===== src/rtl/playfield_pkg.sv =====
// Shared definitions for the Tetris playfield store.
// Holds the playfield FSM state encoding, the empty-cell constant and the
// default grid geometry used by the playfield, the renderer and the game FSM.
package playfield_pkg;

    localparam int DEF_ROWS   = 20;
    localparam int DEF_COLS   = 10;
    localparam int DEF_CELL_W = 3;

    localparam logic [DEF_CELL_W-1:0] EMPTY_CELL = '0;

    typedef enum logic [1:0] {
        IDLE  = 2'd0,
        SCAN  = 2'd1,
        SHIFT = 2'd2,
        DONE  = 2'd3
    } pf_state_t;

endpackage


===== src/rtl/row_full_detect.sv =====
// Combinational full-row detector.
// A row is full when every one of its COLS cells holds a nonzero colour code.
// Ports:
//   row_cells  in  COLS*CELL_W  packed row, cell c at [c*CELL_W +: CELL_W]
//   row_full   out 1            1 when every cell is occupied
module row_full_detect
    import playfield_pkg::*;
#(
    parameter int COLS   = DEF_COLS,
    parameter int CELL_W = DEF_CELL_W
) (
    input  logic [COLS*CELL_W-1:0] row_cells,
    output logic                   row_full
);

    logic [COLS-1:0] occupied_s;

    // OR-reduce each cell to an occupancy bit, then AND across the row
    always_comb begin
        occupied_s = '0;
        for (int c = 0; c < COLS; c++) begin
            occupied_s[c] = |row_cells[c*CELL_W +: CELL_W];
        end
        row_full = &occupied_s;
    end

endmodule


===== src/rtl/tetris_playfield.sv =====
// Tetris playfield store with piece locking and a sequential line-clear engine.
// A locked tetromino (4 cells) is accepted in IDLE; the engine then scans
// bottom-up, and every full row is removed by copying the rows above it down
// one row per cycle. The same row index is re-checked after each removal.
// Ports:
//   clk, reset            clock, async active-high reset (grid and FSM)
//   rd_row/rd_col/rd_data combinational display read; 0 when out of range
//   lock_valid/lock_ready lock handshake (ready only in IDLE)
//   lock_rows/lock_cols   four cell coordinates, cell i at [i*W +: W]
//   lock_color            colour written to all four cells
//   clear_all             wipe the grid (IDLE only, a lock takes priority)
//   busy                  high in any state other than IDLE
//   done/lines_cleared    registered end-of-pass pulse and cleared-row count
module tetris_playfield
    import playfield_pkg::*;
#(
    parameter int ROWS   = DEF_ROWS,
    parameter int COLS   = DEF_COLS,
    parameter int CELL_W = DEF_CELL_W,
    parameter int ROW_W  = $clog2(ROWS),
    parameter int COL_W  = $clog2(COLS),
    parameter int CNT_W  = $clog2(ROWS + 1)
) (
    input  logic                 clk,
    input  logic                 reset,
    input  logic [ROW_W-1:0]     rd_row,
    input  logic [COL_W-1:0]     rd_col,
    output logic [CELL_W-1:0]    rd_data,
    input  logic                 lock_valid,
    output logic                 lock_ready,
    input  logic [4*ROW_W-1:0]   lock_rows,
    input  logic [4*COL_W-1:0]   lock_cols,
    input  logic [CELL_W-1:0]    lock_color,
    input  logic                 clear_all,
    output logic                 busy,
    output logic                 done,
    output logic [CNT_W-1:0]     lines_cleared
);

    localparam logic [ROW_W-1:0]  LAST_ROW = ROW_W'(ROWS - 1);
    localparam logic [COL_W-1:0]  LAST_COL = COL_W'(COLS - 1);
    localparam logic [CNT_W-1:0]  CNT_MAX  = CNT_W'(ROWS);
    localparam logic [CELL_W-1:0] EMPTY    = CELL_W'(EMPTY_CELL);

    logic [CELL_W-1:0]      grid_r [ROWS][COLS];
    pf_state_t              state_r, state_s;
    logic [ROW_W-1:0]       scan_row_r, scan_row_s;
    logic [ROW_W-1:0]       shift_row_r, shift_row_s;
    logic [CNT_W-1:0]       count_r, count_s;
    logic [CNT_W-1:0]       lines_r;
    logic                   done_r;
    logic [COLS*CELL_W-1:0] scan_cells_s;
    logic                   row_full_s;
    logic [ROW_W-1:0]       lk_row_s [4];
    logic [COL_W-1:0]       lk_col_s [4];
    logic [3:0]             lk_ok_s;

    // Unpack the four lock coordinates and flag the ones inside the grid
    always_comb begin
        lk_ok_s = 4'd0;
        for (int i = 0; i < 4; i++) begin
            lk_row_s[i] = lock_rows[i*ROW_W +: ROW_W];
            lk_col_s[i] = lock_cols[i*COL_W +: COL_W];
            lk_ok_s[i]  = (lk_row_s[i] <= LAST_ROW) && (lk_col_s[i] <= LAST_COL);
        end
    end

    // Gather the row under scan into a packed vector for the detector
    always_comb begin
        scan_cells_s = '0;
        for (int c = 0; c < COLS; c++) begin
            scan_cells_s[c*CELL_W +: CELL_W] = grid_r[scan_row_r][c];
        end
    end

    row_full_detect #(
        .COLS   (COLS),
        .CELL_W (CELL_W)
    ) u_row_full (
        .row_cells (scan_cells_s),
        .row_full  (row_full_s)
    );

    // Display read port; coordinates outside the grid read as empty
    always_comb begin
        if ((rd_row <= LAST_ROW) && (rd_col <= LAST_COL)) begin
            rd_data = grid_r[rd_row][rd_col];
        end else begin
            rd_data = EMPTY;
        end
    end

    // Next-state and scan/shift/count datapath decisions
    always_comb begin
        state_s     = state_r;
        scan_row_s  = scan_row_r;
        shift_row_s = shift_row_r;
        count_s     = count_r;
        case (state_r)
            IDLE: begin
                if (lock_valid) begin
                    state_s    = SCAN;
                    scan_row_s = LAST_ROW;
                    count_s    = '0;
                end else begin
                    state_s = IDLE;
                end
            end
            SCAN: begin
                if (row_full_s) begin
                    shift_row_s = scan_row_r;
                    state_s     = SHIFT;
                end else if (scan_row_r == '0) begin
                    state_s = DONE;
                end else begin
                    scan_row_s = scan_row_r - ROW_W'(1);
                end
            end
            SHIFT: begin
                if (shift_row_r != '0) begin
                    shift_row_s = shift_row_r - ROW_W'(1);
                end else begin
                    // scan_row is left alone so the row that just moved in is re-checked
                    state_s = SCAN;
                    if (count_r != CNT_MAX) begin
                        count_s = count_r + CNT_W'(1);
                    end else begin
                        count_s = count_r;
                    end
                end
            end
            DONE: begin
                state_s = IDLE;
            end
            default: begin
                state_s = IDLE;
            end
        endcase
    end

    // FSM state, scan pointers, count and registered done/lines outputs
    always_ff @(posedge clk or posedge reset) begin
        if (reset) begin
            state_r     <= IDLE;
            scan_row_r  <= LAST_ROW;
            shift_row_r <= '0;
            count_r     <= '0;
            lines_r     <= '0;
            done_r      <= 1'b0;
        end else begin
            state_r     <= state_s;
            scan_row_r  <= scan_row_s;
            shift_row_r <= shift_row_s;
            count_r     <= count_s;
            done_r      <= (state_s == DONE);
            if (state_s == DONE) begin
                lines_r <= count_r;
            end
        end
    end

    // Grid storage: lock writes and wipes in IDLE, one row copy per SHIFT cycle
    always_ff @(posedge clk or posedge reset) begin
        if (reset) begin
            for (int r = 0; r < ROWS; r++) begin
                for (int c = 0; c < COLS; c++) begin
                    grid_r[r][c] <= EMPTY;
                end
            end
        end else begin
            case (state_r)
                IDLE: begin
                    if (lock_valid) begin
                        for (int i = 0; i < 4; i++) begin
                            if (lk_ok_s[i]) begin
                                grid_r[lk_row_s[i]][lk_col_s[i]] <= lock_color;
                            end
                        end
                    end else if (clear_all) begin
                        for (int r = 0; r < ROWS; r++) begin
                            for (int c = 0; c < COLS; c++) begin
                                grid_r[r][c] <= EMPTY;
                            end
                        end
                    end
                end
                SHIFT: begin
                    for (int c = 0; c < COLS; c++) begin
                        if (shift_row_r != '0) begin
                            grid_r[shift_row_r][c] <= grid_r[shift_row_r - ROW_W'(1)][c];
                        end else begin
                            grid_r[0][c] <= EMPTY;
                        end
                    end
                end
                default: begin
                end
            endcase
        end
    end

    assign lock_ready    = (state_r == IDLE);
    assign busy          = (state_r != IDLE);
    assign done          = done_r;
    assign lines_cleared = lines_r;

endmodule

===== config.mk =====
export PLATFORM = sky130hd
export DESIGN_NAME = tetris_playfield
export DESIGN_NICKNAME = d
export VERILOG_FILES = /design/src/rtl/playfield_pkg.sv /design/src/rtl/row_full_detect.sv /design/src/rtl/tetris_playfield.sv
export SDC_FILE = /design/constraint.sdc
export NUM_CORES = 2
export LEC_CHECK = 0
export CORE_MARGIN = 1
export CORE_UTILIZATION = 30
export DETAILED_ROUTE_END_ITERATION = 8
export PLACE_DENSITY = 0.51
export SLEW_MARGIN = 20
export SYNTH_ARGS = -nofsm -noshare
export SYNTH_HDL_FRONTEND = slang
export SYNTH_SLANG_ARGS = --single-unit

===== constraint.sdc =====
create_clock -name clk -period 30.7 [get_ports clk]
set_clock_uncertainty 0.05 [all_clocks]
set_input_delay 6.14 -clock clk [delete_from_list [all_inputs] [get_ports clk]]
set_output_delay 6.14 -clock clk [all_outputs]
set_load 0.01 [all_outputs]

Yosys cells after proc, flatten, opt, wreduce, memory -nomap -nowiden
Index checks and enable logic that the tools add are counted.

Logic and storage cells: 450. Input bits: 52. Bits in latches: 0. Memories kept: 0. Bits in writable memories: 0. Output and inout bits: 11. Memory bits (read-only): 0. Bits in registers: 623.

Shift-type cells: 0. Bitwise gates (word level): 13. Reduce and logical (&&, ||, !) cells: 36. Div/mod/pow operators: 0. $add $sub $neg: 3. $lt $le $gt $ge: 32. $mul: 0. Muxes and demuxes: 147. Equal/unequal tests: 13.

Operators by type and width (count): $bwmux W600 (14); $mux W600 (12); $demux W30 S5 (14); $pmux W600 S2 (1); $mux W597 (2); $mux W594 (2); $mux W591 (2); $mux W588 (2); $mux W585 (2); $mux W582 (2); $mux W579 (2); $mux W576 (2); $mux W573 (2); $mux W570 (1); $bmux W30 S5 (3); $mux W30 (11); $mux W3 (29); $mux W24 (3); $mux W21 (3); $mux W18 (3); $mux W27 (2); $demux W3 S4 (4); $ge A6 B6 Y1 const B (8); $not A5 Y6 (8); 33 further kinds (110).

Logic depth before layout (Yosys ltp)
Depth in word-level cells: 35. Gate-level depth with buffers: 18. Depth with buffers taken out: 10.

Cells and area by module
Synthesis repeated with hierarchy kept, for this count alone.

Cell total of the unflattened synthesis: 4554. Area, all modules: 46777.4 µm².

Modules (own cells, without submodules): tetris_playfield (area an instance 46696.0 µm², instances 1, cells each 4538, seq. area each 15593.7 µm²); row_full_detect (area an instance 81.3 µm², instances 1, cells each 16, seq. area each 0.0 µm²).

Worst setup path before layout
Ideal clock, no wire load.

Path type: in2out. From: input rd_row[0]. To: output rd_data[2]. Buffers on the path: 4. Slack: 15.941 ns. Required time: 24.510 ns. Stages: 10. Arrival: 8.569 ns. Path through: buf_2 buf_2 buf_2 buf_2 mux4_2 mux4_2 a221oi_1 o21ai_0 o221ai_1 o2bb2ai_1.

Word-level cells in the longest chain between the ends: 8. Elaborated cells between the ends (all ways): 10. Those cells by class: 1 x order compare; 7 x mux; 1 x bitwise; 1 x reduce/logical.

RTL lines: start: declaration (line tetris_playfield.sv:26) `input logic [ROW_W-1:0] rd_row,`; $not A5 Y6 (implied by the code) (line tetris_playfield.sv:87) `rd_data = grid_r[rd_row][rd_col];`; $bmux W30 S5 (line tetris_playfield.sv:87); $mux W30 (implied by the code) (2 in a row) (line tetris_playfield.sv:87); $bmux W3 S4 (line tetris_playfield.sv:87); $mux W3 (implied by the code) (2 in a row) (line tetris_playfield.sv:87); $mux W3 * (line tetris_playfield.sv:86) `if ((rd_row <= LAST_ROW) && (rd_col <= LAST_COL)) begin`; end: declaration (line tetris_playfield.sv:28) `output logic [CELL_W-1:0] rd_data,`.

Every way passes the cells marked *; elsewhere a longest branch is shown, timed or not. The select of a mux whose other input is x is not followed.

Worst setup path after layout
From: input rd_row[4]. To: output rd_data[1].

Same word-level chain as after synthesis.

==> results.md <==
- Status: complete, no violations
- Leak pwr: approximately 19 nW
- ANT nets after route: 0
- Fin nets: 5441
- CP Capture Type: primary output
- Die area: 157000 um2
- Mapped Nets: 5572
- Synth Flop Type: dfrtp_1
- Largest net degree at the start of global routing: roughly 110
- Commonest cells post-synth: nand2_1, nor2_1, dfrtp_1
- DRT Wirelength: 302 mm
- Seq/Total Area, Yosys: between 30% and 40%
- Root Buffer Master: clkbuf_16
- Hold WS: 0.463 ns
- Share of layout cells above drive strength 1: approximately 15%
- Synth cell types: between 70 and 80
- Max-slew violations: 0
- TritonCTS buffer count: between 70 and 80
- Initial Util: a little under a third
- P per Cell Area: roughly 74 nW/um2
- Vias in the first global route: 46581
- Crit-path cells: clkdlybuf4s50_1, clkinv_1, nor3_2, buf_4, nor3b_1, a221oi_1, o21ai_0, o221ai_1, o2bb2ai_1, clkdlybuf4s50_1
- Post-DP Area: 49500 um2
- Worst-Margin Slew: 1.42 ns
- Reg area: roughly 16000 um2
- Ports: 63
- CP bufs+invs: 4
- Internal Power: about 1.9 mW
- DR iter-0 viols: roughly 9400
- Largest delay contributor family on the critical path: buffers and inverters
- Via Count: just over 50000
- Total grt overflow: 0
- Top-count cell post-synth: nand2_1
- Most used cell, CP: clkdlybuf4s50_1
- Worst hold-check path type: reg -> reg
- Via/cell ratio: about 7
- FILL cells: approximately 16000
- Core box area: 154000 um2
- TritonCTS clock tree: done
- Post-synth EDFFs: 0
- Slowest-stage cell, CP: nor3b_1
- Resized Gates After CTS: 0
- Fraction of power consumed by the clock network: between 20 and 30%
- CTS Sinks: 623
- Max stage delay on crit path: between 1 and 1.5 ns
- Critical path arrival: 10.91 ns
- Postcts setup bufs: 0
- Share of power burned in registers: a little under a quarter
- Final Cycle Share: 55.7%
- Die span in x: 396 um
- Clock buffer depth: 3
- Sw Pwr: 1.99 mW
- Worst path depth: 10
- Worst skew pair latency: between 0.7 and 0.8 ns
- Critical path class: in -> out
- Initial antenna violation count: 13
- WP data required: ~25 ns
- Post-layout total power: slightly below 4 mW
- Layout area overhead: 12.7%
- Number of port buffers: 62
- Design Area, Final: between 50000 and 60000 um2
- Post-layout util: 34.1%
- Worst hold path depth: 1
- Reg2reg path depth: 11
- DP HPWL: around 220 mm
- Fmax: about 58 MHz
- Number of setup violations in the final report: 0
- Post-route setup TNS: 0 ns
- Residual DRC: 0
- Worst-path fanout max: 25
- Gr usage total: between 30 and 40%
- Max IR drop VDD: a little over 0.1 mV
- Synth Cell Area: around 47000 um2
- Number of max-cap violations: 0
- Critical Path Start Type: primary input
- Synth warn: 0
- Avg Cell Area, Syn: around 8.4 um2
- Rows: 144
- RSZ-0062 raised after global routing: no
- Clock transition at the registers of the reported paths: roughly 0.06 ns
- Post-CTS Hold Fix Bufs: 0
- H-tree level count: 3
- Wire per inst: 40.4 um
- Multi-input logic area: about 29000 um2
- Die Y: about 400 um
- FF+latch count, synth: a little over 600
- Ranking of synthesized cells by area: dfrtp_1, mux4_2, nand2_1
- First-pass GRT wire length: between 400 and 500 mm
- Relative slew slack: approximately 5.3%
- Switching part of the total power: around 50%
- Ys async rst share: between 90% and 100%
- Yosys top cell area share: roughly 33%
- Logic pwr share: 49.2%
- Hold Vio Cnt, Final: 0
- Mapped Cells: ~5500
- Yosys top cell by area: dfrtp_1
- Crit path time final: ~17 ns
- Drt pass-1 iters: 7
- RD Place Congestion: 1.04
==> cell usage in the layout (no fill, tap or decap), types with 16 or more instances in the layout <==
master	n
nor2_1	659
and3_1	16
nor4_1	45
nand2_1	976
and2_1	24
dfrtp_1	619
clkbuf_8	18
or2_2	25
mux4_2	330
clkbuf_16	81
nor2b_1	17
clkdlybuf4s50_1	55
nand2b_1	28
a21oi_1	380
or3_1	20
buf_4	200
a22o_1	30
nand3_1	52
a22oi_1	244
nor3_1	188
o21ai_0	588
o22ai_1	192
a21o_1	67
a211oi_1	36
mux2i_1	36
a221oi_1	184
a31oi_1	18
==> per-layer routing <==
| layer | vias up | routed length, um | track usage (%) | share of wire, % |
|---|---|---|---|---|
| met2 | 4447 | 120000 | 51.8 | 40 |
| li1 | 20451 | - | - | - |
| met1 | 26070 | 114000 | 48.8 | 38 |
| met4 | 8 | 26000 | 25.2 | 8.6 |
| met5 | - | 149 | 0 | 0.049 |
| met3 | 896 | 42500 | 13.3 | 14 |
==> metrics by stage <==
stage	worst slack [ns]	instances
after global routing	13.67	7488
after floorplan	7.07	5512
after detailed placement	13.91	7335
after global placement	13.81	7329
after CTS	13.89	7478
final	13.60	7493
==> power by group through the flow <==
stage / Clock (mW) / Sequential (mW) / Combinational, mW
floorplan: 0 / 0.882 / 1.01
global placement: 0 / 0.926 / 1.81
detailed placement: 0 / 0.924 / 1.80
CTS: 1.06 / 0.910 / 1.81
global route: 1.09 / 0.914 / 1.89
finish: 1.05 / 0.913 / 1.90
==> cell type report <==
type	count	share of cell area [%]
clock inverters	34	0.973
repair buffers	276	4.23
multi-input cells	4383	55.6
diodes	6	0.0286
well taps	2044	4.87
inverters	18	0.143
flip-flops and latches	623	29.7
clock buffers	109	4.39
==> final timing paths <==
path	startpoint	to	slack, ns
min	lines_cleared[2]	lines_cleared[2]	0.46
min reg2reg	lines_cleared[2]	lines_cleared[2]	0.46
max in group asynchronous	reset	grid_r[182]	21.49
max reg2reg	shift_row_r[0]	grid_r[563]	25.23
max	rd_row[4]	rd_data[1]	13.60
min in group asynchronous	reset	grid_r[177]	5.92
==> cells by family (layout without fill, tap and decap cells) <==
family	count (synthesis)	count (layout)	synth area share, %
and+or+nand+nor	2119	2119	19.0
AOI/OAI and AO/OA	1876	1876	25.7
xor gates and xnor gates	8	8	0.151
adders and majority gates	8	8	0.215
other	0	6	0
DFF	623	623	33.5
buffers and inverters	506	437	4.55
muxes	372	372	16.9
==> registers in the layout (all words and copies together) (netlist names) <==
name	count
count_r	5
done	1
grid_r	600
lines_cleared	5
scan_row_r	5
shift_row_r	5
state_r	2
No activity file was read; power rests on OpenSTA's default activity.
